File: src/rtl/multicycle_control.sv
// Moore control FSM sequencing a multi-cycle MIPS datapath (R-type, lw, sw, beq, bne, j, addi, andi).
// Optional macro MULTICYCLE_MEM_WAIT_EN: FETCH/MEMRD/MEMWR stall until mem_ready.
module multicycle_control #(
  parameter int STATE_W = 4
) (
  input  logic               clk,
  input  logic               rst,
  input  logic [5:0]         opcode,
  input  logic               mem_ready,
  output logic               pcwrite,
  output logic               pcwritecond_beq,
  output logic               pcwritecond_bne,
  output logic               iord,
  output logic               memread,
  output logic               memwrite,
  output logic               irwrite,
  output logic               memtoreg,
  output logic               regdst,
  output logic               regwrite,
  output logic               alusrca,
  output logic [1:0]         alusrcb,
  output logic [1:0]         aluop,
  output logic [1:0]         pcsource,
  output logic               instr_done,
  output logic               illegal_op,
  output logic [STATE_W-1:0] state
);

  localparam logic [STATE_W-1:0] S_FETCH  = STATE_W'(0);
  localparam logic [STATE_W-1:0] S_DECODE = STATE_W'(1);
  localparam logic [STATE_W-1:0] S_MEMADR = STATE_W'(2);
  localparam logic [STATE_W-1:0] S_MEMRD  = STATE_W'(3);
  localparam logic [STATE_W-1:0] S_MEMWB  = STATE_W'(4);
  localparam logic [STATE_W-1:0] S_MEMWR  = STATE_W'(5);
  localparam logic [STATE_W-1:0] S_EXEC   = STATE_W'(6);
  localparam logic [STATE_W-1:0] S_RWB    = STATE_W'(7);
  localparam logic [STATE_W-1:0] S_BRANCH = STATE_W'(8);
  localparam logic [STATE_W-1:0] S_JUMP   = STATE_W'(9);
  localparam logic [STATE_W-1:0] S_IMMEX  = STATE_W'(10);
  localparam logic [STATE_W-1:0] S_IMMWB  = STATE_W'(11);

  localparam logic [5:0] OP_RTYPE = 6'b000000;
  localparam logic [5:0] OP_J     = 6'b000010;
  localparam logic [5:0] OP_BEQ   = 6'b000100;
  localparam logic [5:0] OP_BNE   = 6'b000101;
  localparam logic [5:0] OP_ADDI  = 6'b001000;
  localparam logic [5:0] OP_ANDI  = 6'b001100;
  localparam logic [5:0] OP_LW    = 6'b100011;
  localparam logic [5:0] OP_SW    = 6'b101011;

  logic [STATE_W-1:0] r_state;
  logic [STATE_W-1:0] w_next;
  logic               w_mem_go;
  logic               w_legal;

`ifdef MULTICYCLE_MEM_WAIT_EN
  assign w_mem_go = mem_ready;
`else
  logic w_unused_mem_ready;
  assign w_unused_mem_ready = mem_ready;
  assign w_mem_go           = 1'b1;
`endif

  always_comb begin
    case (opcode)
      OP_RTYPE, OP_J, OP_BEQ, OP_BNE,
      OP_ADDI, OP_ANDI, OP_LW, OP_SW: w_legal = 1'b1;
      default:                        w_legal = 1'b0;
    endcase
  end

  always_ff @(posedge clk or negedge rst) begin
    if (!rst) r_state <= S_FETCH;
    else      r_state <= w_next;
  end

  always_comb begin
    w_next = S_FETCH;
    case (r_state)
      S_FETCH:  w_next = w_mem_go ? S_DECODE : S_FETCH;
      S_DECODE: begin
        case (opcode)
          OP_LW, OP_SW:     w_next = S_MEMADR;
          OP_RTYPE:         w_next = S_EXEC;
          OP_BEQ, OP_BNE:   w_next = S_BRANCH;
          OP_J:             w_next = S_JUMP;
          OP_ADDI, OP_ANDI: w_next = S_IMMEX;
          default:          w_next = S_FETCH;
        endcase
      end
      S_MEMADR: begin
        if (opcode == OP_LW)      w_next = S_MEMRD;
        else if (opcode == OP_SW) w_next = S_MEMWR;
        else                      w_next = S_FETCH;
      end
      S_MEMRD:  w_next = w_mem_go ? S_MEMWB : S_MEMRD;
      S_MEMWB:  w_next = S_FETCH;
      S_MEMWR:  w_next = w_mem_go ? S_FETCH : S_MEMWR;
      S_EXEC:   w_next = S_RWB;
      S_RWB:    w_next = S_FETCH;
      S_BRANCH: w_next = S_FETCH;
      S_JUMP:   w_next = S_FETCH;
      S_IMMEX:  w_next = S_IMMWB;
      S_IMMWB:  w_next = S_FETCH;
      default:  w_next = S_FETCH;
    endcase
  end

  // Outputs are forced low while reset is held, so FETCH strobes never leak during reset.
  always_comb begin
    pcwrite         = 1'b0;
    pcwritecond_beq = 1'b0;
    pcwritecond_bne = 1'b0;
    iord            = 1'b0;
    memread         = 1'b0;
    memwrite        = 1'b0;
    irwrite         = 1'b0;
    memtoreg        = 1'b0;
    regdst          = 1'b0;
    regwrite        = 1'b0;
    alusrca         = 1'b0;
    alusrcb         = 2'b00;
    aluop           = 2'b00;
    pcsource        = 2'b00;
    instr_done      = 1'b0;
    illegal_op      = 1'b0;
    if (rst) begin
      case (r_state)
        S_FETCH: begin
          memread = 1'b1;
          alusrcb = 2'b01;
          irwrite = w_mem_go;
          pcwrite = w_mem_go;
        end
        S_DECODE: begin
          alusrcb    = 2'b11;
          illegal_op = !w_legal;
          instr_done = !w_legal;
        end
        S_MEMADR: begin
          alusrca = 1'b1;
          alusrcb = 2'b10;
        end
        S_MEMRD: begin
          memread = 1'b1;
          iord    = 1'b1;
        end
        S_MEMWB: begin
          regwrite   = 1'b1;
          memtoreg   = 1'b1;
          instr_done = 1'b1;
        end
        S_MEMWR: begin
          memwrite   = 1'b1;
          iord       = 1'b1;
          instr_done = w_mem_go;
        end
        S_EXEC: begin
          alusrca = 1'b1;
          aluop   = 2'b10;
        end
        S_RWB: begin
          regwrite   = 1'b1;
          regdst     = 1'b1;
          instr_done = 1'b1;
        end
        S_BRANCH: begin
          alusrca         = 1'b1;
          aluop           = 2'b01;
          pcsource        = 2'b01;
          instr_done      = 1'b1;
          pcwritecond_beq = (opcode == OP_BEQ);
          pcwritecond_bne = (opcode == OP_BNE);
        end
        S_JUMP: begin
          pcwrite    = 1'b1;
          pcsource   = 2'b10;
          instr_done = 1'b1;
        end
        S_IMMEX: begin
          alusrca = 1'b1;
          alusrcb = 2'b10;
          aluop   = (opcode == OP_ANDI) ? 2'b11 : 2'b00;
        end
        S_IMMWB: begin
          regwrite   = 1'b1;
          instr_done = 1'b1;
        end
        default: ;
      endcase
    end
  end

  assign state = r_state;

endmodule

File: config.mk
export PLATFORM = sky130hd
export DESIGN_NAME = multicycle_control
export DESIGN_NICKNAME = d
export VERILOG_FILES = /design/src/rtl/multicycle_control.sv
export SDC_FILE = /design/constraint.sdc
export NUM_CORES = 1
export LEC_CHECK = 0
export BUFFER_PORTS_ARGS = -buffer_cell sky130_fd_sc_hd__buf_2
export CORE_MARGIN = 2
export CORE_UTILIZATION = 40
export DETAILED_ROUTE_END_ITERATION = 10
export PLACE_DENSITY = 0.73
export SYNTH_ARGS = -nofsm -noshare
export SYNTH_HDL_FRONTEND = slang
export SYNTH_SLANG_ARGS = --single-unit
File: constraint.sdc
create_clock -name clk -period 1.7 [get_ports clk]
set_clock_uncertainty 0.05 [all_clocks]
set_input_delay 0.34 -clock clk [delete_from_list [all_inputs] [get_ports clk]]
set_output_delay 0.34 -clock clk [all_outputs]
set_load 0.1 [all_outputs]
==> reports/results.txt, run 1 <==
After synthesis, the share of flip-flops with an asynchronous set or reset is 100%. The number of port buffers was 30. The most used standard cell by instance count after synthesis is sky130_fd_sc_hd__nor2_1. The flow stopped in 3_5_place_dp. The die is 42.6 um tall.

Counting every net in the synthesized netlist gives 96. The number of top-level pins is 32, and the count of flip-flops with a built-in enable after synthesis is 0. Summed over its instances, the top area cell type makes up 16.8% of the synthesized netlist area. Of the synthesized area, sequential elements account for 16.8%. Synthesis handed over a netlist of 87 instances. The tool reported: "[ERROR DPL-0038] Utilization greater than 100%, impossible to legalize". Of all cell types, the one taking the most synthesized area is sky130_fd_sc_hd__dfrtp_1.

Of the total synthesized cell area, the portion taken by full adders, half adders and majority gates is 0%. From left edge to right edge, the die measures 42.6 um. By area the synthesized netlist is led by sky130_fd_sc_hd__dfrtp_1 17%, sky130_fd_sc_hd__nor3_1 7.6%, sky130_fd_sc_hd__nand2b_1 6.3%. The tools report the total standard cell area after synthesis as 596 um^2.

Row generation in the floorplan step produced 13 rows. In the synthesized netlist, the cells that appear most often are 10 x sky130_fd_sc_hd__nor2_1, 9 x sky130_fd_sc_hd__nor3_1, 6 x sky130_fd_sc_hd__nand2_1, 6 x sky130_fd_sc_hd__nand2b_1, 6 x sky130_fd_sc_hd__o21ai_1. The run stopped with a tool error.

A synthesized cell averages 6.85 um^2. The portion of synthesized area spent on multiplexers is 0%. Summing the areas of all and, or, nand and nor instances in the mapped netlist gives 52.1% of the synthesized area.

The area fraction in compound gates after synthesis works out to 19.5%. Summing the areas of all xor and xnor instances in the mapped netlist gives 4.41% of the synthesized area. The run gives 0.874 as the global placement routability congestion. Dominant combinational cell family by area after synthesis: simple AND/OR/NAND/NOR gates. Counting flops and latches in the post-synthesis netlist gives 4. For this run, the leading register cell type out of synthesis is sky130_fd_sc_hd__dfrtp_1.

The number of warnings reported in the yosys synthesis log was 0. Once the floorplan was initialized, standard cells occupied 44.1% of the core. For the distinct cell type count of the synthesized netlist, the log shows 35.
## kinds of logic after synthesis
kind of cell / Yosys count
flip-flops: 4
XOR/XNOR: 3
AO/OA/AOI/OAI: 19
buffers and inverters: 8
AND/OR/NAND/NOR: 53
## stage by stage
step / hold slack, ns / cell area, um^2 / setup WS (ns)
2_1_floorplan: -0.00557 / 797 / -1.93
3_3_place_gp: 0.214 / 1550 / -0.210
==> inputs of run 2 (changes only) <==
--- a/config.mk
+++ b/config.mk
@@ -6,10 +6,10 @@
 export NUM_CORES = 1
 export LEC_CHECK = 0
 export BUFFER_PORTS_ARGS = -buffer_cell sky130_fd_sc_hd__buf_2
-export CORE_MARGIN = 2
-export CORE_UTILIZATION = 40
+export CORE_AREA = 2 2 63 65
 export DETAILED_ROUTE_END_ITERATION = 10
-export PLACE_DENSITY = 0.73
+export DIE_AREA = 0 0 65 67
+export PLACE_DENSITY_LB_ADDON = 0.15
 export SYNTH_ARGS = -nofsm -noshare
 export SYNTH_HDL_FRONTEND = slang
 export SYNTH_SLANG_ARGS = --single-unit
==> run 2 against run 1 <==
The flow now finishes, with violations (negative setup slack). Area after synthesis unchanged. Synthesized cell count stayed put.
==> reports/results.txt, run 2 <==
The flow ran to the end, but the final reports show violations. The checks that failed: negative setup slack. The die span in y was 67 um (+57%).

The highest layer touched by signal routing is met4. The flip-flop count of the largest register, all copies and words added works out to 4. Pin count of the biggest net entering global routing: 13.

At the worst endpoint, the required time is 1.31 ns. The end-of-flow core utilization was 51.1%; the cell count after synthesis was 87 (unchanged). The final-report max-slew violation count is 0, and the final critical delay including setup and external delays is 2.15 ns. For the number of rows created at floorplan, the log shows 22 (+9). The first detailed-routing pass took 4 iterations. The most used standard cell by instance count after synthesis was sky130_fd_sc_hd__nor2_1.

The final critical-path share of the clock period is 127%. The number of top-level pins is 32 (unchanged), and the per-cell routed wire length is 12.5 um. The net count after synthesis came out at 96 (unchanged). After the first detailed-routing iteration, the DRC count stood at 14. The top flip-flop cell by instance count after synthesis is sky130_fd_sc_hd__dfrtp_1. Counting instances in the post-synthesis netlist gives the leading cell types as 10 x sky130_fd_sc_hd__nor2_1, 9 x sky130_fd_sc_hd__nor3_1, 6 x sky130_fd_sc_hd__nand2_1, 6 x sky130_fd_sc_hd__nand2b_1, 6 x sky130_fd_sc_hd__o21ai_1.

The logs give 35 (unchanged) for the distinct cell type count of the synthesized netlist and 2630 um for the routed wire length. Post-detailed-route count of antenna-violating nets: 0. The run gives 0 as the reported max-cap violation count.

Setup repair after global routing could not meet its margin everywhere. The run gives 1600 um^2 as the cell area reported after detailed placement. The tools report the via count of the first global-routing pass as 990.

The number of storage elements in the synthesis netlist was 4 (unchanged). Highest-delay cell along the critical path: sky130_fd_sc_hd__dfrtp_4. The layout-stage area growth over the synthesis result came out at 210%. The initial cell density of the core is 16.5% (-28 points). For the global placement routability congestion, the log shows 0.776 (-11%). The tightest slew margin relative to the limit is 76.1%. After clock tree synthesis, the clock-pin slew on the worst setup and hold paths is 0.03 ns. The area share of the largest cell type after synthesis is 16.8% (unchanged). The most common cell after layout, fill and taps aside was sky130_fd_sc_hd__buf_4.

In this run, the combinational gates consume 81.1% of the power. The global-route usage over all layers was 13.7%; the diode insertion count for antenna repair was 0. The number of port buffers came out at 30 (unchanged). Detailed routing placed a total of 1510 um of wire on met2. The fraction of synthesis flops using an asynchronous set or reset pin is 100% (unchanged). Setup violations remaining at the end of the flow were counted as 19. The signal on the critical path passes through nand2b_4 > nor4_4 > nand3_2 > nor3b_4 > buf_12. Counting the buffers created by CTS gives 3.

The mean post-synth cell area was 6.85 um^2 (unchanged); the global route total overflow was 0. Count of vias placed by the detailed router: 916. The most area-hungry cell type in the Yosys netlist was sky130_fd_sc_hd__dfrtp_1.

The run gives 0 as the initial antenna violation count. The final-report hold violation count is 0. The met1 wire length was 994 um. The detail-routed via count per cell is 4.36.

The logs give 0.22 ns for the latest clock arrival within the worst-skew pair and 173 for the final net count. The finished cells cover 1840 um^2. The worst setup path is of the reg2out kind.

STA classifies the critical path endpoint as an output port. The total standard cell area after synthesis is 596 um^2 (unchanged), and the width of the die is 65 um (+53%). Data on the critical path arrives at its endpoint at 1.76 ns.

The slew at the pin closest to its max-slew limit was 0.358 ns. The switching share of power works out to 53.4%. Clock root buffer: sky130_fd_sc_hd__clkbuf_8. The kind of launch point of the worst setup path was a flip-flop.

After detailed routing, the number of remaining DRC violations is 0. In the layout the commonest cells are 38 x sky130_fd_sc_hd__buf_4, 23 x sky130_fd_sc_hd__buf_12, 7 x sky130_fd_sc_hd__nor3_4, 7 x sky130_fd_sc_hd__buf_2, 7 x sky130_fd_sc_hd__buf_6. Summed over all nets, the switching power comes to 0.997 mW. Type of the tightest min-delay check: in2reg. The tools report the leakage power of the design as 0.730 nW. In the post-synthesis netlist, the biggest area contributors are sky130_fd_sc_hd__dfrtp_1 17%, sky130_fd_sc_hd__nor3_1 7.6%, sky130_fd_sc_hd__nand2b_1 6.3%. The HPWL after detailed placement is 2050 um. The number of warnings reported in the yosys synthesis log came out at 0 (unchanged). Setup slack of the critical path after layout: -0.451 ns. For the standard cell core area, the log shows 3610 um^2.

For the number of levels in the clock H-tree, the log shows 1. The count of flip-flops with a built-in enable after synthesis came out at 0 (unchanged). The proportion of synthesized chip area in sequential cells is 16.8% (unchanged), and the share of layout cells above drive strength 1 is 74.1%. The die covers 4360 um^2. The delay of the slowest critical-path stage was 0.46 ns; the setup slack of the most critical reg-to-reg path was 0.15 ns.

Per report_power, the clock group accounts for 11.0% of the total. The peak ir drop on the vdd network is 316 uV. The peak fanout along the critical path is 2, and the wire length on met3 is 87 um.

Clock tree synthesis found a total of 4 sinks. The maximum achievable frequency was 465 MHz; the deepest clock path buffer count was 2. Per report_power, the sequential group accounts for 7.9% of the total. The run gives 0.870 mW as the cell-internal power.

The first global-routing pass estimated 4570 um of wire. Dividing total power by cell area gives a power density of 1010 nW/um^2. TritonCTS built the clock tree.
## run 2: final cells by class
class                           instances  area [um^2]
Tap cell                               48         60.1
Sequential cell                         4          115
Inverter                                3         11.3
Timing Repair Buffer                   77          885
Clock buffer                            3         41.3
Fill cell                             342         1760
Multi-Input combinational cell         75          732
## run 2: timing repair
action                     4_1_cts  5_1_grt
hold buffers                     1        0
resized for setup               23        6
pin swaps                        8        4
setup buffers                    6        3
hold endpoints to repair         4        0
setup endpoints to repair       19       19
## run 2: logic make-up after synthesis
logic type	share of synthesized area, %
AND/OR/NAND/NOR	52.1
AO/OA/AOI/OAI	19.5
buffers and inverters	7.14
flip-flops	16.8
XOR/XNOR	4.41
## run 2: routing by layer
layer	global-route usage, %	vias to the layer above
li1	-	464
met4	6.38	0
met1	15.1	424
met2	26.0	24
met3	1.35	4
met5	0	-
## run 2: power by group through the flow
stage	combinational, mW	clock, mW	sequential (mW)
CTS	1.50	0.212	0.145
floorplan	0.744	0	0.279
finish	1.51	0.205	0.147
global route	1.58	0.219	0.148
global placement	1.40	0	0.146
detailed placement	1.41	0	0.147
## run 2: worst paths after layout
| path | from | to | depth (start not counted) |
|---|---|---|---|
| min reg2reg | state[0] | state[2] | 3 |
| max | state[2] | pcwritecond_bne | 5 |
| min in group asynchronous | rst | state[0] | 3 |
| max in group asynchronous | rst | state[1] | 3 |
| max reg2reg | state[3] | state[0] | 6 |
| min | opcode[2] | state[0] | 4 |
## run 2: critical path: cells and delay by family (launching register included)
family	cells	cell delay, ns
flip-flops	1	0.46
buffers and inverters	1	0.20
AND/OR/NAND/NOR	4	0.88
## run 2: through the flow
stage / power, mW / worst slack, ns / setup TNS (ns) / instances / hold slack, ns
CTS: 1.86 / -0.455 / -5.58 / 207 / 0.522
floorplan: 1.02 / -1.93 / -14.96 / 87 / -0.00557
detailed placement: 1.56 / -0.302 / -2.10 / 198 / 0.230
global placement: 1.55 / -0.271 / -2.02 / 198 / 0.222
global route: 1.95 / -0.536 / -6.76 / 210 / 0.561
finish: 1.87 / -0.451 / -5.64 / 210 / 0.519
Power figures use the tool's default switching activity.
==> inputs of run 3 (changes only) <==
--- a/config.mk
+++ b/config.mk
@@ -10,6 +10,7 @@
 export DETAILED_ROUTE_END_ITERATION = 10
 export DIE_AREA = 0 0 65 67
 export PLACE_DENSITY_LB_ADDON = 0.15
+export RECOVER_POWER = 25
 export SYNTH_ARGS = -nofsm -noshare
 export SYNTH_HDL_FRONTEND = slang
 export SYNTH_SLANG_ARGS = --single-unit
==> run 3 against run 2 <==
The flow still finishes with violations (negative setup slack). Clock power is essentially flat. Non-clock buffer count is the same. Die area is the same. Via count grew 0.33%. Global-route usage is the same. Cell count is the same. Highest routed layer unchanged. Sequential power is essentially flat.
==> reports/results.txt, run 3 (same netlist as run 2, synthesis figures left out) <==
The run gives 13.7% (unchanged) as the global-route usage over all layers. The peak fanout along the critical path works out to 2 (unchanged). The clock slew seen by the registers of the worst setup and hold paths was 0.03 ns (about the same); the endpoint required time on the critical path was 1.31 ns (about the same). The number of rows created at floorplan is 22 (unchanged), and the setup slack of the critical path after layout is -0.451 ns (+0.0000580 ns). The tools report the post-route cell area as 1840 um^2 (-0.27%).

The worst setup path is captured at an output port. The final critical delay including setup and external delays was 2.15 ns (-0.0000580 ns); the width of the die was 65 um (unchanged). The routed wire length came out at 2640 um (+0.34%). TritonCTS built the clock tree. The final-report hold violation count was 0 (unchanged); the share of layout cells above drive strength 1 was 72.8% (-1.2 points). The final reports fail on negative setup slack. The tools report the overall power after layout as 1.87 mW (about the same). The number of port buffers was 30 (unchanged); the layout-stage area growth over the synthesis result was 209%. The logs give 16.5% (unchanged) for the initial cell density of the core and 1 (unchanged) for the number of levels in the clock H-tree.

The per-cell routed wire length was 12.6 um (+0.34%); the leakage power of the design was 0.723 nW (-0.87%). Part of the power in registers: 7.9% (about the same). The most common cell after layout, fill and taps aside is sky130_fd_sc_hd__buf_4. The critical path in this run is classified as reg2out. The global route total overflow came out at 0 (unchanged). The tools report the tightest slew margin relative to the limit as 74.2% (-1.9 points). The run finished, with violations left.

The tools report the global placement routability congestion as 0.776 (unchanged). The initial detailed-routing violation count came out at 14 (unchanged). The final critical-path share of the clock period is 127% (about the same).

STA classifies the critical path startpoint as a flip-flop. The number of sinks handled by clock tree synthesis was 4 (unchanged). For the count of vias placed by the detailed router, the log shows 919 (+0.33%).

The diode insertion count for antenna repair was 0 (unchanged); the clock network power share was 11.0% (about the same). The flip-flop count of the largest register, all copies and words added is 4 (unchanged), and the standard cell core area is 3610 um^2 (unchanged). The peak ir drop on the vdd network is 316 uV (about the same). Post-detailed-route count of antenna-violating nets: 0 (unchanged). The deepest clock path buffer count is 2 (unchanged), and the latest clock arrival within the worst-skew pair is 0.22 ns (about the same). The logs give 3 (unchanged) for the number of buffers created by CTS and 4360 um^2 (unchanged) for the area enclosed by the die boundary.

The cell area reported after detailed placement was 1600 um^2 (unchanged); the arrival time of data at the critical path endpoint was 1.76 ns (about the same). The die span in y is 67 um (unchanged), and the detailed-placement wirelength estimate is 2050 um (unchanged). The cell-internal power was 0.869 mW (-0.18%); the part of the total power dissipated in combinational logic was 81.1% (about the same). The detailed-router iteration count before antenna repair was 4 (unchanged); the number of DRC violations after detailed routing was 0 (unchanged).

Number of top-level pins: 32 (unchanged). The final-report max-slew violation count was 0 (unchanged); the pin count of the biggest net entering global routing was 13 (unchanged). The reported max-cap violation count was 0 (unchanged); the detail-routed via count per cell was 4.38 (+0.33%). The end-of-flow core utilization came out at 51.0% (-0.14 points). The logs give 465 MHz (about the same) for the maximum achievable frequency and 173 (unchanged) for the final net count. The via count of the first global-routing pass came out at 990 (unchanged). The tools report the first-pass GRT wire length as 4570 um (unchanged). Setup repair after global routing could not meet its margin everywhere. Switching share of power: 53.4% (about the same).

The power per cell area was 1010 nW/um^2 (+0.20%). The clock root buffer is sky130_fd_sc_hd__clkbuf_8. The net switching component of the power was 0.997 mW (about the same); the slew at the pin closest to its max-slew limit was 0.387 ns (+0.0286 ns). The setup slack of the most critical reg-to-reg path came out at 0.15 ns (about the same). The initial antenna violation count was 0 (unchanged). In the layout the commonest cells are 37 x sky130_fd_sc_hd__buf_4, 23 x sky130_fd_sc_hd__buf_12, 7 x sky130_fd_sc_hd__nor3_4, 7 x sky130_fd_sc_hd__buf_6. The worst hold path belongs to the class in2reg.

The tools report the number of setup violations in the final report as 19 (unchanged).
==> run 3: cell count changes in the layout (fill, tap and decap cells not counted) <==
cell | before | now
sky130_fd_sc_hd__clkbuf_1 | 0 | 2
sky130_fd_sc_hd__buf_2 | 7 | 6
sky130_fd_sc_hd__buf_4 | 38 | 37
==> run 3: final cells by class <==
cell class	instances	area (um^2)
Timing Repair Buffer	77	880
Sequential cell	4	115
Fill cell	345	1770
Tap cell	48	60.1
Inverter	3	11.3
Clock buffer	3	41.3
Multi-Input combinational cell	75	732
==> run 3: repair_timing <==
action                                 4_1_cts  5_1_grt
pin swaps                                    8        4
buffers inserted                             6        3
hold buffers                                 1        0
endpoints found under the hold margin        4        0
resized for setup                           23        6
setup endpoints to repair                   19       19
==> run 3: worst paths after layout <==
check | cells after the start | endpoint | start
worst max-delay path | 5 | pcwritecond_bne | state[2]
worst min-delay path | 4 | state[0] | opcode[2]
worst max register to register | 6 | state[0] | state[3]
worst min register to register | 3 | state[2] | state[0]
max in group asynchronous | 3 | state[1] | rst
min in group asynchronous | 3 | state[0] | rst
==> run 3: through the flow <==
stage | setup slack (ns) | cells | hold WS, ns | setup TNS (ns)
4_1_cts | -0.455 | 207 | 0.522 | -5.58
3_3_place_gp | -0.271 | 198 | 0.222 | -2.02
3_5_place_dp | -0.302 | 198 | 0.230 | -2.10
2_1_floorplan | -1.93 | 87 | -0.00557 | -14.96
5_1_grt | -0.536 | 210 | 0.561 | -6.80
6_report | -0.451 | 210 | 0.519 | -5.67
==> run 3: critical path: stages (launching register included) <==
cell                       delay [ns]
sky130_fd_sc_hd__dfrtp_4         0.46
sky130_fd_sc_hd__nand2b_4        0.16
sky130_fd_sc_hd__nor4_4          0.29
sky130_fd_sc_hd__nand3_2         0.19
sky130_fd_sc_hd__nor3b_4         0.24
sky130_fd_sc_hd__buf_12          0.20
==> run 3: routing by layer <==
metal / vias to the layer above / wire length (um) / global-route usage, %
met5: - / 0 / 0
met2: 24 / 1510 / 26.0
met3: 4 / 87 / 1.35
li1: 463 / - / -
met1: 428 / 1000 / 15.1
met4: 0 / 38 / 6.38
==> run 3: power by group through the flow <==
stage | sequential (mW) | combinational, mW | clock [mW]
2_1_floorplan | 0.279 | 0.744 | 0
3_3_place_gp | 0.146 | 1.40 | 0
3_5_place_dp | 0.147 | 1.41 | 0
4_1_cts | 0.145 | 1.50 | 0.212
5_1_grt | 0.148 | 1.58 | 0.219
6_report | 0.147 | 1.51 | 0.205
==> inputs of run 4 (changes only) <==
--- a/config.mk
+++ b/config.mk
@@ -11,6 +11,7 @@
 export DIE_AREA = 0 0 65 67
 export PLACE_DENSITY_LB_ADDON = 0.15
 export RECOVER_POWER = 25
+export SKIP_LAST_GASP = 1
 export SYNTH_ARGS = -nofsm -noshare
 export SYNTH_HDL_FRONTEND = slang
 export SYNTH_SLANG_ARGS = --single-unit
==> run 4 against run 3 <==
The flow still finishes with violations (negative setup slack). Via count up 0.22%. Power fell by 0.11%. First-iteration DRC count up 50%. Core utilization shrank 0.10 points. Largest cell class unchanged. Largest power group unchanged.
==> reports/results.txt, run 4 (same netlist as run 2, synthesis figures left out) <==
The run gives 4 (unchanged) as the number of sinks handled by clock tree synthesis. The logs give 3610 um^2 (unchanged) for the standard cell core area and 0 (unchanged) for the global route total overflow. The final-report max-slew violation count is 0 (unchanged). The library cells used most frequently in the layout, excluding fill and tap cells, are 38 x sky130_fd_sc_hd__buf_4, 23 x sky130_fd_sc_hd__buf_12, 7 x sky130_fd_sc_hd__nor3_4.

The tools report the final-report hold violation count as 0 (unchanged). STA classifies the critical path startpoint as a flip-flop. The die span in y came out at 67 um (unchanged). The logs give 1600 um^2 (unchanged) for the cell area reported after detailed placement and 990 (unchanged) for the via count of the first global-routing pass. The share of layout cells above drive strength 1 came out at 72.8% (unchanged).

Clock slew seen by the registers of the worst setup and hold paths: 0.03 ns (about the same). The setup slack of the critical path after layout was -0.423 ns (+0.0278 ns); the layout-stage area growth over the synthesis result was 208%. The logs give 2050 um (unchanged) for the detailed-placement wirelength estimate and 1.73 ns (-0.03 ns) for the arrival time of data at the critical path endpoint. Number of port buffers: 30 (unchanged). The per-cell routed wire length was 12.5 um (-0.87%). The post-route cell area is 1840 um^2 (-0.20%). Final critical delay including setup and external delays: 2.12 ns (-0.0278 ns).

The run gives 471 MHz (+1.3%) as the maximum achievable frequency. The pin count of the biggest net entering global routing came out at 13 (unchanged). Count of vias placed by the detailed router: 921 (+0.22%). The tools report the endpoint required time on the critical path as 1.31 ns (about the same). The logs give 2620 um (-0.87%) for the routed wire length and 13.8% (+0.11 points) for the global-route usage over all layers. The tools report the initial antenna violation count as 0 (unchanged). The count of filler cells inserted in the layout came out at 347 (+0.58%). TritonCTS built the clock tree. The worst slack after detailed placement is -0.302 ns (unchanged), and the first-pass GRT wire length is 4600 um (+0.46%). The run gives 1 (unchanged) as the number of levels in the clock H-tree. The run gives 0.722 nW (-0.10%) as the leakage power of the design. The flow ran to the end, but the final reports show violations. For the detailed-router iteration count before antenna repair, the log shows 3 (-1). The number of top-level pins was 32 (unchanged); the final critical-path share of the clock period was 125% (-1.6 points). The logs give 0 (unchanged) for the diode insertion count for antenna repair and 22 (unchanged) for the number of rows created at floorplan. The slew at the pin closest to its max-slew limit was 0.384 ns (-0.00305 ns).

The critical path is of the reg2out type. Detail-routed via count per cell: 4.39 (+0.22%). Leaving out fill and tap cells, the most frequent cell in the layout is sky130_fd_sc_hd__buf_4. The width of the die came out at 65 um (unchanged). The reported max-cap violation count is 0 (unchanged), and the post-placement cell count is 198 (unchanged). Tightest slew margin relative to the limit: 74.4% (+0.20 points).

The tools report the number of DRC violations after detailed routing as 0 (unchanged). The tools report the initial detailed-routing violation count as 21 (+7). For the global placement routability congestion, the log shows 0.776 (unchanged).

The type of the tightest min-delay check is in2reg. The area enclosed by the die boundary was 4360 um^2 (unchanged); the number of buffers created by CTS was 3 (unchanged). The count of placed standard cells in the final layout, fillers left out is 210 (unchanged). The run gives 173 (unchanged) as the final net count.

The flip-flop count of the largest register, all copies and words added came out at 4 (unchanged). Setup repair after global routing could not meet its margin everywhere. The latest clock arrival within the worst-skew pair came out at 0.22 ns (about the same).

For the initial cell density of the core, the log shows 16.5% (unchanged). The run gives 19 (unchanged) as the number of setup violations in the final report. The deepest clock path buffer count was 2 (unchanged); the worst-case hold slack was 0.519 ns (+0.000275 ns). The tools report the critical path capture point type as an output port. The checks that failed: negative setup slack. The post-detailed-route count of antenna-violating nets is 0 (unchanged), and the peak fanout along the critical path is 4 (+2). The peak ir drop on the vdd network is 313 uV (-0.93%). The cell sitting at the root of the clock tree is a sky130_fd_sc_hd__clkbuf_8. The power per cell area came out at 1020 nW/um^2 (about the same).
[run 4: layout make-up]
class | instances | area (um^2) | share of cell area (%)
clock buffer | 3 | 41.3 | 2.25
sequential | 4 | 115 | 6.27
tap | 48 | 60.1 | 3.27
multi-input combinational | 75 | 732 | 39.9
inverter | 3 | 11.3 | 0.613
timing repair buffer | 77 | 876 | 47.7
[run 4: repair_timing]
action / in CTS / in global routing
setup endpoints to repair: 19 / 19
pin swaps: 8 / 4
setup buffers: 6 / 3
hold endpoints to repair: 4 / 0
gates resized for setup: 22 / 6
hold buffers: 1 / 0
[run 4: through the flow]
step	util [%]	TNS, ns	power, mW
after floorplan	-	-14.96	1.02
after detailed placement	44.3	-2.10	1.56
after CTS	49.6	-5.60	1.86
after global routing	50.9	-6.76	1.95
after global placement	44.3	-2.02	1.55
final	50.9	-5.57	1.86
[run 4: final timing paths]
kind	start	end	slack [ns]	cells past startpoint
worst max-delay path	state[2]	instr_done	-0.42	7
worst min-delay path	opcode[2]	state[0]	0.52	4
worst max register to register	state[3]	state[0]	0.15	6
worst min register to register	state[0]	state[2]	0.76	3
max in group asynchronous	rst	state[1]	0.53	3
min in group asynchronous	rst	state[0]	0.86	3
[run 4: routing by layer]
| layer | routed length (um) | vias up | track usage [%] |
|---|---|---|---|
| met3 | 87 | 4 | 1.35 |
| met2 | 1480 | 24 | 26.5 |
| met5 | 0 | - | 0 |
| met4 | 38 | 0 | 6.38 |
| met1 | 1010 | 429 | 15.0 |
| li1 | - | 464 | - |
[run 4: report_power, final]
part / internal, mW / total (mW) / switching [mW]
clock: 0.151 / 0.205 / 0.0537
combinational: 0.593 / 1.51 / 0.921
sequential: 0.123 / 0.144 / 0.0209
[run 4: critical path, stage by stage, from the launching register on]
cell                       delay, ns
sky130_fd_sc_hd__dfrtp_4        0.46
sky130_fd_sc_hd__buf_4          0.14
sky130_fd_sc_hd__buf_6          0.13
sky130_fd_sc_hd__nor3_4         0.14
sky130_fd_sc_hd__nand3_2        0.11
sky130_fd_sc_hd__a211oi_4       0.19
sky130_fd_sc_hd__o21bai_4       0.16
sky130_fd_sc_hd__buf_12         0.19
